`config.mk`:
```
export PLATFORM = sky130hd
export DESIGN_NAME = serdes_rx_framer_flat
export DESIGN_NICKNAME = d
export VERILOG_FILES = /design/src/rtl/serdes_rx_pkg.sv /design/src/rtl/serdes_rx_framer_if.sv /design/src/rtl/serdes_rx_fifo.sv /design/src/rtl/serdes_rx_framer.sv /design/src/flat_wrapper.sv
export SDC_FILE = /design/constraint.sdc
export NUM_CORES = 1
export LEC_CHECK = 0
export ABC_AREA = 1
export CAP_MARGIN = 20
export CORE_MARGIN = 5
export CORE_UTILIZATION = 60
export DETAILED_ROUTE_END_ITERATION = 10
export PLACE_DENSITY_LB_ADDON = 0.08
export SYNTH_ARGS = -nofsm -noshare
export SYNTH_HDL_FRONTEND = slang
export SYNTH_SLANG_ARGS = --single-unit
```
`constraint.sdc`:
```
create_clock -name clk -period 3.1 [get_ports clk]
set_clock_uncertainty 0.15 [all_clocks]
set_input_delay 0.62 -clock clk [delete_from_list [all_inputs] [get_ports clk]]
set_output_delay 0.62 -clock clk [all_outputs]
set_load 0.02 [all_outputs]
```
`src/rtl/serdes_rx_pkg.sv`:
```
// Shared types for the SERDES receive framer: FSM states, frame header layout, default sync word.
package serdes_rx_pkg;

  localparam logic [15:0] SYNC_WORD_DEF = 16'hA5C3;

  typedef enum logic [1:0] {
    HUNT,
    HEADER,
    PAYLOAD,
    CHECK
  } state_t;

  typedef struct packed {
    logic [3:0] ftype;
    logic [3:0] rsvd;
    logic [7:0] len;
  } header_t;

  // A header is usable only if it announces between 1 and max_len payload words.
  function automatic logic header_len_ok(header_t h, int unsigned max_len);
    return (h.len != 8'd0) && (32'(h.len) <= max_len);
  endfunction

endpackage

```
`src/rtl/serdes_rx_framer_if.sv`:
```
// Word input, payload stream and frame status bundle of the framer.
// SERDES_RX_FRAMER_STATS_EN adds the good/bad frame counters.
interface serdes_rx_framer_if #(
  parameter int WORD_WIDTH = 16
);
  logic [WORD_WIDTH-1:0] word_in;
  logic                  word_vld;
  logic [WORD_WIDTH-1:0] out_data;
  logic                  out_last;
  logic                  out_vld;
  logic                  out_rdy;
  logic                  frame_done;
  logic                  frame_err;
  logic [3:0]            frame_type;
`ifdef SERDES_RX_FRAMER_STATS_EN
  logic [15:0]           stat_ok;
  logic [15:0]           stat_err;
`endif

  modport master (
    output word_in, word_vld, out_rdy,
`ifdef SERDES_RX_FRAMER_STATS_EN
    input  stat_ok, stat_err,
`endif
    input  out_data, out_last, out_vld, frame_done, frame_err, frame_type
  );

  modport slave (
    input  word_in, word_vld, out_rdy,
`ifdef SERDES_RX_FRAMER_STATS_EN
    output stat_ok, stat_err,
`endif
    output out_data, out_last, out_vld, frame_done, frame_err, frame_type
  );
endinterface

```
`src/rtl/serdes_rx_fifo.sv`:
```
// Synchronous payload FIFO; full/empty from an extra pointer wrap bit, head word read combinationally.
module serdes_rx_fifo #(
  parameter int WIDTH = 17,
  parameter int DEPTH = 16
) (
  input  logic             clk,
  input  logic             rst,
  input  logic             push,
  input  logic [WIDTH-1:0] wdata,
  input  logic             pop,
  output logic [WIDTH-1:0] rdata,
  output logic             full,
  output logic             empty
);
  localparam int AW = $clog2(DEPTH);

  logic [WIDTH-1:0] mem [DEPTH];
  logic [AW:0]      wr_ptr_reg;
  logic [AW:0]      rd_ptr_reg;
  logic             do_push;
  logic             do_pop;

  assign empty   = (wr_ptr_reg == rd_ptr_reg);
  assign full    = (wr_ptr_reg[AW] != rd_ptr_reg[AW]) &&
                   (wr_ptr_reg[AW-1:0] == rd_ptr_reg[AW-1:0]);
  assign do_push = push && !full;
  assign do_pop  = pop && !empty;

  always_ff @(posedge clk) begin
    if (do_push) begin
      mem[wr_ptr_reg[AW-1:0]] <= wdata;
    end
  end

  always_ff @(posedge clk or posedge rst) begin
    if (rst) begin
      wr_ptr_reg <= '0;
      rd_ptr_reg <= '0;
    end else begin
      if (do_push) wr_ptr_reg <= wr_ptr_reg + 1'b1;
      if (do_pop)  rd_ptr_reg <= rd_ptr_reg + 1'b1;
    end
  end

  // Stale storage is hidden so the stream reads zero whenever nothing is queued.
  assign rdata = empty ? '0 : mem[rd_ptr_reg[AW-1:0]];

endmodule

```
`src/rtl/serdes_rx_framer.sv`:
```
// Sync hunt, header parse, payload buffering and XOR checksum check for deserialized words.
// SERDES_RX_FRAMER_STATS_EN adds saturating good/bad frame counters.
module serdes_rx_framer
  import serdes_rx_pkg::*;
#(
  parameter int                    WORD_WIDTH = 16,
  parameter logic [WORD_WIDTH-1:0] SYNC_WORD  = WORD_WIDTH'(SYNC_WORD_DEF),
  parameter int                    MAX_LEN    = 15,
  parameter int                    FIFO_DEPTH = 16,
  parameter int                    TIMEOUT    = 64
) (
  input logic               clk,
  input logic               rst,
  serdes_rx_framer_if.slave bus
);
  localparam int TW = $clog2(TIMEOUT + 1);

  state_t                state_reg, state_next;
  logic [7:0]            cnt_reg, cnt_next;
  logic [WORD_WIDTH-1:0] csum_reg, csum_next;
  logic                  ovf_reg, ovf_next;
  logic [TW-1:0]         timer_reg, timer_next;
  logic [3:0]            ftype_reg, ftype_next;
  logic                  done_reg, done_next;
  logic                  err_reg, err_next;
  logic [3:0]            frame_type_reg, frame_type_next;
  header_t               hdr;
  logic                  len_ok;
  logic                  timeout;
  logic                  push;
  logic                  fifo_full;
  logic                  fifo_empty;
  logic [WORD_WIDTH:0]   fifo_rdata;
`ifdef SERDES_RX_FRAMER_STATS_EN
  logic [15:0]           stat_ok_reg;
  logic [15:0]           stat_err_reg;
`endif

  assign hdr     = header_t'(bus.word_in[15:0]);
  assign len_ok  = header_len_ok(hdr, MAX_LEN);
  assign timeout = (state_reg != HUNT) && !bus.word_vld && (timer_reg == TW'(TIMEOUT - 1));

  always_ff @(posedge clk or posedge rst) begin
    if (rst) begin
      state_reg      <= HUNT;
      cnt_reg        <= '0;
      csum_reg       <= '0;
      ovf_reg        <= 1'b0;
      timer_reg      <= '0;
      ftype_reg      <= '0;
      done_reg       <= 1'b0;
      err_reg        <= 1'b0;
      frame_type_reg <= '0;
`ifdef SERDES_RX_FRAMER_STATS_EN
      stat_ok_reg    <= '0;
      stat_err_reg   <= '0;
`endif
    end else begin
      state_reg      <= state_next;
      cnt_reg        <= cnt_next;
      csum_reg       <= csum_next;
      ovf_reg        <= ovf_next;
      timer_reg      <= timer_next;
      ftype_reg      <= ftype_next;
      done_reg       <= done_next;
      err_reg        <= err_next;
      frame_type_reg <= frame_type_next;
`ifdef SERDES_RX_FRAMER_STATS_EN
      if (done_next && !err_next && (stat_ok_reg != 16'hFFFF))  stat_ok_reg  <= stat_ok_reg + 1'b1;
      if (done_next && err_next && (stat_err_reg != 16'hFFFF))  stat_err_reg <= stat_err_reg + 1'b1;
`endif
    end
  end

  always_comb begin
    state_next = state_reg;
    if (timeout) begin
      state_next = HUNT;
    end else if (bus.word_vld) begin
      case (state_reg)
        HUNT:    if (bus.word_in == SYNC_WORD) state_next = HEADER;
        HEADER:  state_next = len_ok ? PAYLOAD : HUNT;
        PAYLOAD: if (cnt_reg == 8'd1) state_next = CHECK;
        CHECK:   state_next = HUNT;
        default: state_next = HUNT;
      endcase
    end
  end

  always_comb begin
    push            = 1'b0;
    cnt_next        = cnt_reg;
    csum_next       = csum_reg;
    ovf_next        = ovf_reg;
    ftype_next      = ftype_reg;
    done_next       = 1'b0;
    err_next        = 1'b0;
    frame_type_next = frame_type_reg;
    timer_next      = (state_reg == HUNT || bus.word_vld || timeout) ? '0 : timer_reg + 1'b1;
    if (timeout) begin
      done_next       = 1'b1;
      err_next        = 1'b1;
      frame_type_next = ftype_reg;
    end else if (bus.word_vld) begin
      case (state_reg)
        HEADER: begin
          ftype_next = hdr.ftype;
          cnt_next   = hdr.len;
          csum_next  = '0;
          ovf_next   = 1'b0;
          if (!len_ok) begin
            done_next       = 1'b1;
            err_next        = 1'b1;
            frame_type_next = hdr.ftype;
          end
        end
        PAYLOAD: begin
          // A push into a full FIFO is dropped by the FIFO; remember it for this frame's status.
          push      = 1'b1;
          csum_next = csum_reg ^ bus.word_in;
          cnt_next  = cnt_reg - 8'd1;
          ovf_next  = ovf_reg | fifo_full;
        end
        CHECK: begin
          done_next       = 1'b1;
          err_next        = (bus.word_in != csum_reg) | ovf_reg;
          frame_type_next = ftype_reg;
        end
        default: ;
      endcase
    end
  end

  serdes_rx_fifo #(
    .WIDTH (WORD_WIDTH + 1),
    .DEPTH (FIFO_DEPTH)
  ) u_fifo (
    .clk   (clk),
    .rst   (rst),
    .push  (push),
    .wdata ({cnt_reg == 8'd1, bus.word_in}),
    .pop   (bus.out_rdy),
    .rdata (fifo_rdata),
    .full  (fifo_full),
    .empty (fifo_empty)
  );

  assign bus.out_data   = fifo_rdata[WORD_WIDTH-1:0];
  assign bus.out_last   = fifo_rdata[WORD_WIDTH];
  assign bus.out_vld    = !fifo_empty;
  assign bus.frame_done = done_reg;
  assign bus.frame_err  = err_reg;
  assign bus.frame_type = frame_type_reg;
`ifdef SERDES_RX_FRAMER_STATS_EN
  assign bus.stat_ok    = stat_ok_reg;
  assign bus.stat_err   = stat_err_reg;
`endif

endmodule

```
`src/flat_wrapper.sv`:
```
// flat-port wrapper written by rule: the top's interface ports become plain ports
module serdes_rx_framer_flat import serdes_rx_pkg::*;
#(
  parameter int                    WORD_WIDTH = 16,
  parameter logic [WORD_WIDTH-1:0] SYNC_WORD  = WORD_WIDTH'(SYNC_WORD_DEF),
  parameter int                    MAX_LEN    = 15,
  parameter int                    FIFO_DEPTH = 16,
  parameter int                    TIMEOUT    = 64
)
  (clk, rst, bus_word_in, bus_word_vld, bus_out_rdy, bus_out_data, bus_out_last, bus_out_vld, bus_frame_done, bus_frame_err, bus_frame_type);
  serdes_rx_framer_if #(.WORD_WIDTH(WORD_WIDTH)) bus_i ();
  input logic clk;
  input logic rst;
  input wire logic [$bits(bus_i.word_in)-1:0] bus_word_in;
  input wire logic [$bits(bus_i.word_vld)-1:0] bus_word_vld;
  input wire logic [$bits(bus_i.out_rdy)-1:0] bus_out_rdy;
  output wire logic [$bits(bus_i.out_data)-1:0] bus_out_data;
  output wire logic [$bits(bus_i.out_last)-1:0] bus_out_last;
  output wire logic [$bits(bus_i.out_vld)-1:0] bus_out_vld;
  output wire logic [$bits(bus_i.frame_done)-1:0] bus_frame_done;
  output wire logic [$bits(bus_i.frame_err)-1:0] bus_frame_err;
  output wire logic [$bits(bus_i.frame_type)-1:0] bus_frame_type;
  assign bus_i.word_in = bus_word_in;
  assign bus_i.word_vld = bus_word_vld;
  assign bus_i.out_rdy = bus_out_rdy;
  assign bus_out_data = bus_i.out_data;
  assign bus_out_last = bus_i.out_last;
  assign bus_out_vld = bus_i.out_vld;
  assign bus_frame_done = bus_i.frame_done;
  assign bus_frame_err = bus_i.frame_err;
  assign bus_frame_type = bus_i.frame_type;
  serdes_rx_framer #(.WORD_WIDTH(WORD_WIDTH), .SYNC_WORD(SYNC_WORD), .MAX_LEN(MAX_LEN), .FIFO_DEPTH(FIFO_DEPTH), .TIMEOUT(TIMEOUT)) u_core (.clk(clk), .rst(rst), .bus(bus_i));
endmodule
```
# ---- Yosys cells after proc, flatten, opt, wreduce, memory -nomap -nowiden
# Memories as Yosys holds them, arrays and structs flattened.
# Index checks and enable logic that the tools add are counted.
dict set report word_totals {
  memories 1
  ff_bits 54
  wordCells 82
  ram_bits 272
}
# memory words width read_ports rd_ports_with_merged_regs write_ports line
set mem_list {}
lappend mem_list {u_core.u_fifo.mem 16 17 1 0 1 serdes_rx_fifo.sv:17} ;# logic [WIDTH-1:0] mem [DEPTH];
dict set report op_classes {
  bitwise_logic 4
  muxes 27
  n_reduce_logical 21
  addsub 4
  n_eq_ne 13
  n_lt_le_gt_ge 1
}
# cell n
set ops {}
lappend ops {{16-bit case mux with 2 select lines} 1}
lappend ops {{17-bit 2-to-1 mux} 1}
lappend ops {{16-bit == test, second input constant} 1}
lappend ops {{16-bit inequality test} 1}
lappend ops {{8-bit case mux with 2 select lines} 1}
lappend ops {{16-bit XOR} 1}
lappend ops {{4-bit 2-to-1 mux} 3}
lappend ops {{3-bit AND reduction} 4}
lappend ops {{5-bit by 1-bit adder with 5-bit output, second input constant} 2}
lappend ops {{1-bit 2-to-1 mux} 10}
lappend ops {{2-bit 2-to-1 mux} 5}
lappend ops {{8-bit by 1-bit == test with 1-bit output, second input constant} 1}
lappend ops {{8-bit by 4-bit less-or-equal comparator with 1-bit output, second input constant} 1}
lappend ops {{2-bit case mux with 4 select lines} 1}
lappend ops {{4-bit case mux with 2 select lines} 1}
lappend ops {{8-bit nonzero test} 1}
lappend ops {{8-bit by 1-bit subtractor with 8-bit output, second input constant} 1}
lappend ops {{7-bit by 1-bit adder with 7-bit output, second input constant} 1}
lappend ops {{7-bit by 6-bit == test with 1-bit output, second input constant} 1}
lappend ops {{7-bit 2-to-1 mux} 1}
lappend ops {{1-bit logical AND} 6}
lappend ops {{1-bit case mux with 2 select lines} 3}
lappend ops {{2-bit nonzero test} 3}
lappend ops {{5-bit == test} 1}
lappend ops {{13 further kinds} 18}

# ---- Logic depth before layout (Yosys ltp)
dict set report logic_depth {
  depth_word 7
  ltp_mapped 10
}

# ---- By module
# A second synthesis with hierarchy kept.
dict set report unflattened {
  cells_unflattened 1581
  area_unflattened_um2 15163.3
}
# mod seq_area_each_um2 area_each_um2 n_inst cells_each
set by_module_without_submodules {}
lappend by_module_without_submodules {serdes_rx_fifo 8418.1 12612.1 1 1244}
lappend by_module_without_submodules {serdes_rx_framer 1101.1 2551.2 1 337}

# ---- Worst setup path after synthesis
# Ideal clock, no wire load.
dict set report synth_timing {
  kind {reg2reg}
  from {register u_core.u_fifo.rd_ptr_reg[0]}
  to {memory u_core.u_fifo.mem[0][0], enable pin}
  t_arrival_ps 1935
  period_less_slack_ps 2475
  path_slack_ps 625
  path_buffers 2
  stages_incl_launch_ff 9
  required_time_ps 2559
  cell_sequence {dfrtp_1 -> buf_6 -> xor2_1 -> nor2_1 -> and2_4 -> nand2_4 -> nand2_2 -> buf_6 -> nor2_1}
}
dict set report synth_via {
  elab_chain_cells 6
}
# element line
set synth_lines {}
lappend synth_lines {{from (decl)} serdes_rx_fifo.sv:19} ;# logic [AW:0] rd_ptr_reg;
lappend synth_lines {{from (signal assigned)} serdes_rx_fifo.sv:41} ;# if (do_pop) rd_ptr_reg <= rd_ptr_reg + 1'b1;
lappend synth_lines {{4-bit == test} serdes_rx_fifo.sv:25} ;# (wr_ptr_reg[AW-1:0] == rd_ptr_reg[AW-1:0]);
lappend synth_lines {{1-bit logical AND} serdes_rx_fifo.sv:24} ;# assign full = (wr_ptr_reg[AW] != rd_ptr_reg[AW]) &&
lappend synth_lines {{1-bit zero test} serdes_rx_fifo.sv:26} ;# assign do_push = push && !full;
lappend synth_lines {{1-bit logical AND} serdes_rx_fifo.sv:26}
lappend synth_lines {{1-bit 2-to-1 mux} serdes_rx_fifo.sv:30} ;# if (do_push) begin
lappend synth_lines {{1-bit 2-to-1 mux (implied by the code)} serdes_rx_fifo.sv:31} ;# mem[wr_ptr_reg[AW-1:0]] <= wdata;
lappend synth_lines {{to (decl)} serdes_rx_fifo.sv:17}
# Every way passes these cells.

# ---- Final worst setup path
dict set report layout_timing {
  from {register u_core.u_fifo.rd_ptr_reg[0]}
  to {output port bus_out_data[15]}
}
dict set report layout_via {
  elab_chain_cells 2
  word_cells_on_any_way 3
  cone_classes {1 x eq/ne; 1 x mux; 1 x memory}
}
# element line
set layout_lines {}
lappend layout_lines {{memory 16 x 17 bit or 5-bit == test (tied branches)} --}
lappend layout_lines {{17-bit 2-to-1 mux *} serdes_rx_fifo.sv:46} ;# assign rdata = empty ? '0 : mem[rd_ptr_reg[AW-1:0]];
lappend layout_lines {{to (decl)} flat_wrapper.sv:17} ;# output wire logic [$bits(bus_i.out_data)-1:0] bus_out_data;
# Mark *: on every way between the ends. The rest lies on a longest branch, timed or not.

==> out/qor.yml <==
status: "finished clean"
nets: 1406
largest_register_ffs: 272
cts_buffers: 34
grt_pass1_vias: 9651
critPathTopFamily: "buffers and inverters"
place.detailed.hpwl_um: 21700
synth_warnings: 0
dieArea_um2: 26500
criticalPathCategory: "reg2out"
cts_tree: "built"
fin_crit_sh_pct: 99.9
maxCapViolations: 0
arrival_ns: 2.33
worst_slack_ns: 0.00285
p_seq_share_pct: 34.4
clock_path_buffers: 3
die_h_um: 163
path_clk_slew_ns: 0.06
root_buffer: "clkbuf_16"
period_needed_ns: 3.10
synth_top_flop_cell: "edfxtp_1"
ys_ff_latch: 326
grt_overflow: 0
viasPerCell: 5.81
hp-class: "in2async"
vias: 9979
p_switching_mw: 5.67
tns_ns: 0
async_flop_share_pct: 16.6
dr.pass1.iters: 5
cp_num_buf_inv: 4
crit_start: "u_core.u_fifo.rd_ptr_reg[0]"
irDropWorstVdd_mv: 0.523
start_kind: "flop"
power_frac_clock_pct: 25.3
top_level_ports: 44
fmax_ghz: 0.323
r2r_cells: 7
layout_common_cells: "272 x nor2_1, 272 x edfxtp_1, 146 x o21ai_0"
design_area_um2: 16600
crit_path_end_kind: "output port"
p_leak_nw: 6.30
yosysTopAreaCellShare_pct: 58.3
numPortBuffers: 43
power_density_nw_per_um2: 920
hold_viol_final: 0
area_growth_pct: 18.4
timing.hold.ws_ns: 0.231
ctsHoldBuffers: 0
synth_area_um2: 14000
drive_gt1_share_pct: 12.3
synth_area_per_cell_um2: 10.9
grt_max_degree: 50
rsz0062_at_grt: "true"
initial_core_util_pct: 60.2
pre_cts_ws_ns: 0.0820
required_ns: 2.33
final_antenna_net_count: 0
placed_area_um2: 15400
gp_congestion: 0.845
core_area_um2: 23300
drt_wl_total_um: 37600
fillers: 1667
total_power_mw: 15.3
yosysUniqueCellTypes: 35
netlist_instances: 1282
reg2reg_setup_slack_ns: 0.64
setup_viol: 0
utilization_pct: 71.3
antenna_found_initial: 0
combPwrFrac_pct: 40.3
grt_pass1_wl_um: 56300
wl_per_cell_um: 21.9
drt_drc_violations_left: 0
drv_slew: 0
synth-edff-count: 272
crit_chain: "buf_4 > buf_16 > nor2_1 > nor2_1 > o21ai_0 > nand3_1 > nand3_1 > a21boi_1 > buf_4 > buf_2"
clk_latency_ns: 0.51
p_sw_share_pct: 37.1
die_x_um: 163
clkSinkCount: 326
yosys-top-cells-area: "edfxtp_1 58%, dfrtp_1 9.6%, nor2_1 7.4%, o21ai_0 5.2%, nand3_1 4.7%"
htree_levels: 2
path_max_fanout: 15
placedCellCount: 1650
cp_slowest_cell: "dfrtp_4"
track_usage_pct: 28.4
drt_iter0_markers: 1202
slew_headroom_pct: 59.7
p_int_mw: 9.60
rr_endpoint: "u_core.u_fifo.mem[6][11]"
diodes: 0
slowest_delay_ns: 0.50
rows: 56
final_cells: 1718
ys_seq_area_share_pct: 67.9
rr_startpoint: "u_core.state_reg[0]"
tightest_slew_ns: 0.599
syn-num-nets: 1314
synth_area_leader_cell: "edfxtp_1"
layer usage:
layer	routed length [µm]	vias up	part of all wire, %	track usage (%)
li1	-	4619	-	-
met1	15000	4787	40	39.9
met2	18100	507	48	46.3
met3	3510	66	9.3	4.73
met4	979	0	2.6	8.35
met5	0	-	0	0
worst register-to-register path: stages, from the launching register on:
cell and delay, ns:
dfrtp_1 0.41, inv_1 0.13, ha_1 0.32, nand2_1 0.12
inv_1 0.17, nand2_2 0.34, nor2_2 0.26, buf_12 0.23
kinds of logic (layout without fill, tap and decap cells):
logic type               count (synthesis)  after routing  synth area share (%)
AO/OA/AOI/OAI                          211            211                  8.22
AND/OR/NAND/NOR                        570            570                  17.0
flip-flops                             326            326                  67.9
buffers and inverters                  143            260                  4.50
XOR/XNOR                                20             20                  1.25
adder cells (fa/ha/maj)                 12             12                  1.07
power groups by stage:
stage               clock network (mW)  logic, mW  registers, mW
floorplan                            0       3.58           5.30
global placement                     0       5.80           5.32
detailed placement                   0       5.89           5.33
CTS                               3.89       5.99           5.25
global route                      4.08       6.70           5.28
finish                            3.86       6.16           5.24
cells in the mapped netlist, types with 8 or more instances:
master,number
a21boi_1,17
buf_2,18
buf_6,8
o21ai_0,146
edfxtp_1,272
dfrtp_1,54
ha_1,12
inv_1,74
nor2_2,10
o22ai_1,11
a21oi_1,23
nand3_1,132
clkbuf_1,26
nand2_1,133
nor2_1,278
buf_1,9
xor2_1,17
worst max path at each step:
| stage | endpoint | cells after the start |
|---|---|---|
| floorplan | u_core.u_fifo.mem[0][0] | 8 |
| global placement | bus_out_data[6] | 9 |
| detailed placement | bus_out_data[8] | 10 |
| CTS | bus_out_data[10] | 8 |
| global route | bus_out_data[14] | 10 |
| finish | bus_out_data[15] | 10 |
final cells by class:
type	count	area, µm²	area share [%]
flip-flops and latches	326	9520	57.4
multi-input cells	813	3910	23.5
repair buffers	120	1410	8.51
clock buffers	42	891	5.37
well taps	319	399	2.41
inverters	79	302	1.82
clock inverters	19	155	0.935
timing repair:
action,in CTS,in global routing
cloned,2,2
endpoints found under the setup margin,18,14
pin swaps,1,4
gates resized for setup,77,13
buffers inserted,2,1
Power figures use the tool's default switching activity.
